### config.mk
export PLATFORM = sky130hd
export DESIGN_NAME = isi_ms_decode
export DESIGN_NICKNAME = d
export VERILOG_FILES = /design/src/rtl/isi_ms_pkg.sv /design/src/rtl/elem_pop_dec.sv /design/src/rtl/isi_ms_decode.sv
export SDC_FILE = /design/constraint.sdc
export NUM_CORES = 1
export LEC_CHECK = 0
export ABC_AREA = 1
export CORE_MARGIN = 5
export CORE_UTILIZATION = 56
export DETAILED_ROUTE_END_ITERATION = 7
export HOLD_SLACK_MARGIN = 0.06
export PLACE_DENSITY_LB_ADDON = 0.3
export SLEW_MARGIN = 30
export SYNTH_ARGS = -nofsm -noshare
export SYNTH_HDL_FRONTEND = slang
export SYNTH_SLANG_ARGS = --single-unit
### constraint.sdc
create_clock -name clk -period 7.8 [get_ports clk]
set_input_delay 1.56 -clock clk [delete_from_list [all_inputs] [get_ports clk]]
set_output_delay 1.56 -clock clk [all_outputs]
set_load 0.01 [all_outputs]
### src/rtl/isi_ms_pkg.sv
// Shared constants and the element-value mapping for the ISI/MS decoder.
package isi_ms_pkg;
  localparam int NB_ELEM = 18;
  localparam int NC_ELEM = 6;
  localparam int VB_W    = 6;
  localparam int VC_W    = 4;
  localparam int TRB_W   = 5;
  localparam int TRC_W   = 3;

  // One unit element: deselected contributes 0, selected contributes +1 or -1 by sign.
  function automatic logic signed [1:0] elem_val(input logic sv, input logic st);
    if (!sv) begin
      return 2'sd0;
    end else if (st) begin
      return 2'sd1;
    end else begin
      return -2'sd1;
    end
  endfunction
endpackage

### src/rtl/elem_pop_dec.sv
// One element path: registers the select/sign vectors with a previous-cycle copy,
// then registers the signed element sum and the count of toggled elements.
module elem_pop_dec #(
  parameter int N  = 18,
  parameter int OW = 6,
  parameter int TW = 5
) (
  input  logic                 clk,
  input  logic                 rstn,
  input  logic [N-1:0]         i_sv,
  input  logic [N-1:0]         i_st,
  output logic signed [OW-1:0] o_val,
  output logic [TW-1:0]        o_tr
);
  import isi_ms_pkg::*;

  logic [N-1:0]         r_sv_p1;
  logic [N-1:0]         r_st_p1;
  logic [N-1:0]         r_sv_prev_p1;
  logic [N-1:0]         r_st_prev_p1;
  logic signed [OW-1:0] r_val_p2;
  logic [TW-1:0]        r_tr_p2;
  logic signed [OW-1:0] w_val;
  logic [TW-1:0]        w_tr;

  // Stage 1: capture current vectors and keep the previous ones for transition detection.
  always_ff @(posedge clk) begin
    if (!rstn) begin
      r_sv_p1      <= '0;
      r_st_p1      <= '0;
      r_sv_prev_p1 <= '0;
      r_st_prev_p1 <= '0;
    end else begin
      r_sv_p1      <= i_sv;
      r_st_p1      <= i_st;
      r_sv_prev_p1 <= r_sv_p1;
      r_st_prev_p1 <= r_st_p1;
    end
  end

  // Signed element sum and toggle count; ST toggles count even on deselected elements.
  always_comb begin
    w_val = '0;
    w_tr  = '0;
    for (int i = 0; i < N; i++) begin
      w_val = w_val + OW'(elem_val(r_sv_p1[i], r_st_p1[i]));
      w_tr  = w_tr + TW'((r_sv_p1[i] ^ r_sv_prev_p1[i]) | (r_st_p1[i] ^ r_st_prev_p1[i]));
    end
  end

  // Stage 2: register the reconstructed value and transition count.
  always_ff @(posedge clk) begin
    if (!rstn) begin
      r_val_p2 <= '0;
      r_tr_p2  <= '0;
    end else begin
      r_val_p2 <= w_val;
      r_tr_p2  <= w_tr;
    end
  end

  assign o_val = r_val_p2;
  assign o_tr  = r_tr_p2;
endmodule

### src/rtl/isi_ms_decode.sv
// ISI/MS element-vector decoder and monitor: reconstructs B/C values, reports
// per-cycle element transitions, and checks against latency-aligned encoder inputs.
module isi_ms_decode
  import isi_ms_pkg::*;
#(
  parameter int ENC_LAT = 1,
  parameter int ERRW    = 16
) (
  input  logic                   clk,
  input  logic                   rstn,
  input  logic [NB_ELEM-1:0]     SVB,
  input  logic [NB_ELEM-1:0]     STB,
  input  logic [NC_ELEM-1:0]     SVC,
  input  logic [NC_ELEM-1:0]     STC,
  input  logic signed [VB_W-1:0] VB,
  input  logic signed [VC_W-1:0] VC,
  input  logic                   chk_en,
  input  logic                   clr,
  output logic signed [VB_W-1:0] VB_rec,
  output logic signed [VC_W-1:0] VC_rec,
  output logic                   rec_valid,
  output logic [TRB_W-1:0]       TRB,
  output logic [TRC_W-1:0]       TRC,
  output logic                   err,
  output logic [ERRW-1:0]        err_cnt,
  output logic                   err_sticky
);
  // Reference path depth: encoder latency plus the two decode stages.
  localparam int         DLY      = ENC_LAT + 2;
  localparam logic [3:0] FILL_MAX = 4'(DLY);

  logic signed [VB_W-1:0] w_vb_rec;
  logic signed [VC_W-1:0] w_vc_rec;
  logic [TRB_W-1:0]       w_trb;
  logic [TRC_W-1:0]       w_trc;
  logic signed [VB_W-1:0] r_vb_dly [DLY];
  logic signed [VC_W-1:0] r_vc_dly [DLY];
  logic [3:0]             r_fill;
  logic                   r_err_p3;
  logic [ERRW-1:0]        r_err_cnt;
  logic                   r_err_sticky;
  logic                   w_rec_valid;
  logic                   w_err;

  elem_pop_dec #(.N(NB_ELEM), .OW(VB_W), .TW(TRB_W)) u_dec_b (
    .clk   (clk),
    .rstn  (rstn),
    .i_sv  (SVB),
    .i_st  (STB),
    .o_val (w_vb_rec),
    .o_tr  (w_trb)
  );

  elem_pop_dec #(.N(NC_ELEM), .OW(VC_W), .TW(TRC_W)) u_dec_c (
    .clk   (clk),
    .rstn  (rstn),
    .i_sv  (SVC),
    .i_st  (STC),
    .o_val (w_vc_rec),
    .o_tr  (w_trc)
  );

  // Reference delay line aligning VB/VC with the reconstructed values.
  always_ff @(posedge clk) begin
    if (!rstn) begin
      for (int i = 0; i < DLY; i++) begin
        r_vb_dly[i] <= '0;
        r_vc_dly[i] <= '0;
      end
    end else begin
      r_vb_dly[0] <= VB;
      r_vc_dly[0] <= VC;
      for (int i = 1; i < DLY; i++) begin
        r_vb_dly[i] <= r_vb_dly[i-1];
        r_vc_dly[i] <= r_vc_dly[i-1];
      end
    end
  end

  // Fill counter: saturates once both the decode pipe and reference line hold real data.
  always_ff @(posedge clk) begin
    if (!rstn) begin
      r_fill <= '0;
    end else if (r_fill != FILL_MAX) begin
      r_fill <= r_fill + 4'd1;
    end
  end

  assign w_rec_valid = (r_fill == FILL_MAX);
  assign w_err = chk_en & w_rec_valid &
                 ((w_vb_rec != r_vb_dly[DLY-1]) | (w_vc_rec != r_vc_dly[DLY-1]));

  // Stage 3: register mismatch; clr overrides counter/sticky update but not err itself.
  always_ff @(posedge clk) begin
    if (!rstn) begin
      r_err_p3     <= 1'b0;
      r_err_cnt    <= '0;
      r_err_sticky <= 1'b0;
    end else begin
      r_err_p3 <= w_err;
      if (clr) begin
        r_err_cnt    <= '0;
        r_err_sticky <= 1'b0;
      end else if (w_err) begin
        if (r_err_cnt != {ERRW{1'b1}}) begin
          r_err_cnt <= r_err_cnt + ERRW'(1);
        end
        r_err_sticky <= 1'b1;
      end
    end
  end

  assign VB_rec     = w_vb_rec;
  assign VC_rec     = w_vc_rec;
  assign TRB        = w_trb;
  assign TRC        = w_trc;
  assign rec_valid  = w_rec_valid;
  assign err        = r_err_p3;
  assign err_cnt    = r_err_cnt;
  assign err_sticky = r_err_sticky;
endmodule

==> flow_summary.json <==
{
  "firstDrtPassIters": 4,
  "final_cell_mix": "inv_1, nand2_1, dfxtp_1",
  "reg2reg_slack_ns": 1.78,
  "hold_depth": 2,
  "power.leakage_nw": 5.21,
  "hp-class": "flip-flop to flip-flop",
  "cts.sinks": 166,
  "drt_iter0_drc": 277,
  "drive_gt1_share_pct": 4.64,
  "multi_input_area_mm2": 0.00382,
  "overflow": 0,
  "max_cap_viol_count": 0,
  "diodes": 0,
  "synthDistinctLibCells": 25,
  "ant_nets": 0,
  "vdd_ir_drop_max_uv": 276,
  "tritoncts": "done",
  "drv_slew": 0,
  "synth_nets": 1121,
  "met3_usage_pct": 5.08,
  "clock_latency_ns": 0.42,
  "die_area_mm2": 0.0172,
  "grt_pass1_wl_mm": 26.3,
  "ctsRootBufferMaster": "clkbuf_16",
  "crit_fanout": 4,
  "core-area_mm2": 0.0145,
  "worstMarginPinSlew_ns": 0.697,
  "arrival_ns": 6.33,
  "hold_start": "r_vb_dly[0][0]",
  "r2r-end": "u_dec_b.o_val[5]",
  "cp-start-kind": "flip-flop",
  "cp.required_ns": 8.11,
  "fp.dieW_um": 131,
  "reg2regPathDepth": 23,
  "antenna_found_initial": 0,
  "yosys.area.top_type": "dfxtp_1",
  "dp_hpwl_mm": 11.4,
  "grt_pass1_vias": 5857,
  "rsz0062_at_grt": "false",
  "pwr_density_cell_mw_per_mm2": 334,
  "fin_nets": 1218,
  "place_congestion": 0.837,
  "fill_cells": 1142,
  "fin_crit_ns": 6.02,
  "rr_startpoint": "u_dec_b.r_sv_p1[1]",
  "row_count": 44,
  "fin_hold_ws_ns": 0.412,
  "fp.dieH_um": 131,
  "maxSlewHeadroom_pct": 53.6,
  "setup_viol": 0,
  "drt_wl_total_mm": 15.2,
  "synth.avg_cell_area_um2": 8.49,
  "setup_tns_ns": 0,
  "clk_pin_slew_ns": 0.07,
  "busiest_layer": "met2",
  "h-tree-depth": 4,
  "synth_top_area_share_pct": 40.5,
  "via_per_inst": 4.58,
  "cts-resized-gates": 0,
  "grt_max_degree": 73,
  "max_freq_ghz": 0.166,
  "postSynthCellCount": 968,
  "area_growth_pct": 21.1,
  "drc": 0,
  "io_buffers": 98,
  "grt.total_usage_pct": 18.6,
  "vias": 5783,
  "cts_buffers": 17,
  "start_util_pct": 56.7,
  "post_cts_buffers": 0,
  "ctsHoldBuffers": 0,
  "holdPathEnd": "r_vb_dly[0][6]",
  "synth_top_cells_by_area": "dfxtp_1, fa_1, inv_1",
  "ys_ff_latch": 166,
  "finalCritPeriodShare_pct": 77.2,
  "yosysSeqAreaShare_pct": 40.5,
  "final_common_cell": "inv_1",
  "routedWlPerCell_um": 12.0,
  "use_met1_pct": 22.5,
  "io-pin-count": 99,
  "path_class": "flip-flop to flip-flop",
  "skew_ns": 0.0107,
  "end_kind": "flip-flop",
  "regArea_mm2": 0.00332,
  "syn_area_mm2": 0.00822,
  "finalHoldViolations": 0,
  "gr-usage-met2_pct": 32.4,
  "ys_warn_count": 0,
  "status": "finished clean",
  "clock_path_buffers": 2
}
==> where the power goes <==
part | leakage, nW | total, mW | internal [mW] | switching [mW]
Sequential | 1.37 | 0.979 | 0.929 | 0.0499
Clock | 0.298 | 0.852 | 0.505 | 0.347
Combinational | 3.54 | 1.49 | 0.675 | 0.817
==> Yosys cell counts <==
library cell,instances
a21oi_1,13
a21oi_2,9
a31oi_1,1
buf_2,4
buf_6,1
clkbuf_1,16
clkinv_1,1
dfxtp_1,166
fa_1,66
ha_1,25
inv_1,261
nand2_1,236
nand3_1,10
nand3_2,1
nand3_4,1
nand4_1,21
nand4_4,1
nor2_1,49
nor2_4,3
nor3_1,1
nor3_2,1
o21ai_0,6
or2_2,1
xnor2_1,55
xor2_1,19
==> stage by stage <==
stage	utilization, %	std cells	setup slack [ns]	area [µm²]	total power, mW
floorplan	-	968	2.09	8220	2.11
global placement	64.5	1230	1.91	9340	2.44
detailed placement	64.5	1230	1.82	9340	2.50
CTS	68.7	1262	1.76	9950	3.36
global route	68.7	1262	1.48	9950	3.64
finish	68.7	1262	1.78	9950	3.32
==> layer usage <==
| metal | part of all wire (%) | wire, µm |
|---|---|---|
| met1 | 42 | 6410 |
| met2 | 52 | 7830 |
| met3 | 4.8 | 736 |
| met4 | 1.5 | 221 |
| met5 | 0 | 0 |
==> flip-flops by register name, indices dropped and copies added, names as in the netlist, 3 cells and up <==
register	flops
r_vb_dly	18
u_dec_b.r_st_p1	18
u_dec_b.r_st_prev_p1	18
u_dec_b.r_sv_p1	18
u_dec_b.r_sv_prev_p1	18
err_cnt	16
r_vc_dly	12
u_dec_b.o_val	6
u_dec_c.r_st_p1	6
u_dec_c.r_st_prev_p1	6
u_dec_c.r_sv_p1	6
u_dec_c.r_sv_prev_p1	6
u_dec_b.o_tr	5
r_fill	4
u_dec_c.o_val	4
u_dec_c.o_tr	3
==> area by class of cell <==
cell class / instances / share of cell area [%]
Sequential cell: 166 / 33.4
Multi-Input combinational cell: 519 / 38.4
Tap cell: 184 / 2.31
Clock buffer: 21 / 4.73
Clock inverter: 11 / 1.40
Timing Repair Buffer: 99 / 9.91
Inverter: 262 / 9.88
==> cell families (layout without fill, tap and decap cells) <==
logic type / after synthesis / in the layout / share of synthesized area, %
AND/OR/NAND/NOR: 325 / 325 / 16.5
XOR/XNOR: 74 / 74 / 7.89
AO/OA/AOI/OAI: 29 / 29 / 2.19
adder cells (fa/ha/maj): 91 / 91 / 19.9
buffers and inverters: 283 / 393 / 13.1
flip-flops: 166 / 166 / 40.5
==> worst max-delay path by stage <==
stage          slack [ns]                from          endpoint  cells after the start
2_1_floorplan        2.09  u_dec_b.r_sv_p1[1]  u_dec_b.o_val[5]                     23
3_5_place_dp         1.82  u_dec_b.r_sv_p1[1]  u_dec_b.o_val[5]                     23
3_3_place_gp         1.91  u_dec_b.r_sv_p1[1]  u_dec_b.o_val[5]                     23
4_1_cts              1.76  u_dec_b.r_sv_p1[1]  u_dec_b.o_val[5]                     23
6_report             1.78  u_dec_b.r_sv_p1[1]  u_dec_b.o_val[5]                     23
5_1_grt              1.48  u_dec_b.r_sv_p1[1]  u_dec_b.o_val[5]                     23
==> critical path: stages, from the launching register on <==
cell and delay, ns:
dfxtp_1 0.41, inv_1 0.07, nor2_1 0.14, fa_1 0.46, ha_1 0.23, fa_1 0.36
inv_1 0.07, fa_1 0.42, inv_1 0.09, fa_1 0.42, inv_1 0.13, fa_1 0.45
fa_1 0.51, fa_1 0.55, inv_1 0.05, fa_1 0.53, inv_1 0.04, ha_1 0.32
nand2_1 0.06, nand2_1 0.06, a31oi_1 0.05, or2_2 0.32, a21oi_1 0.12, nor2_1 0.05
Note: power is estimated with default switching activity, not from simulation.
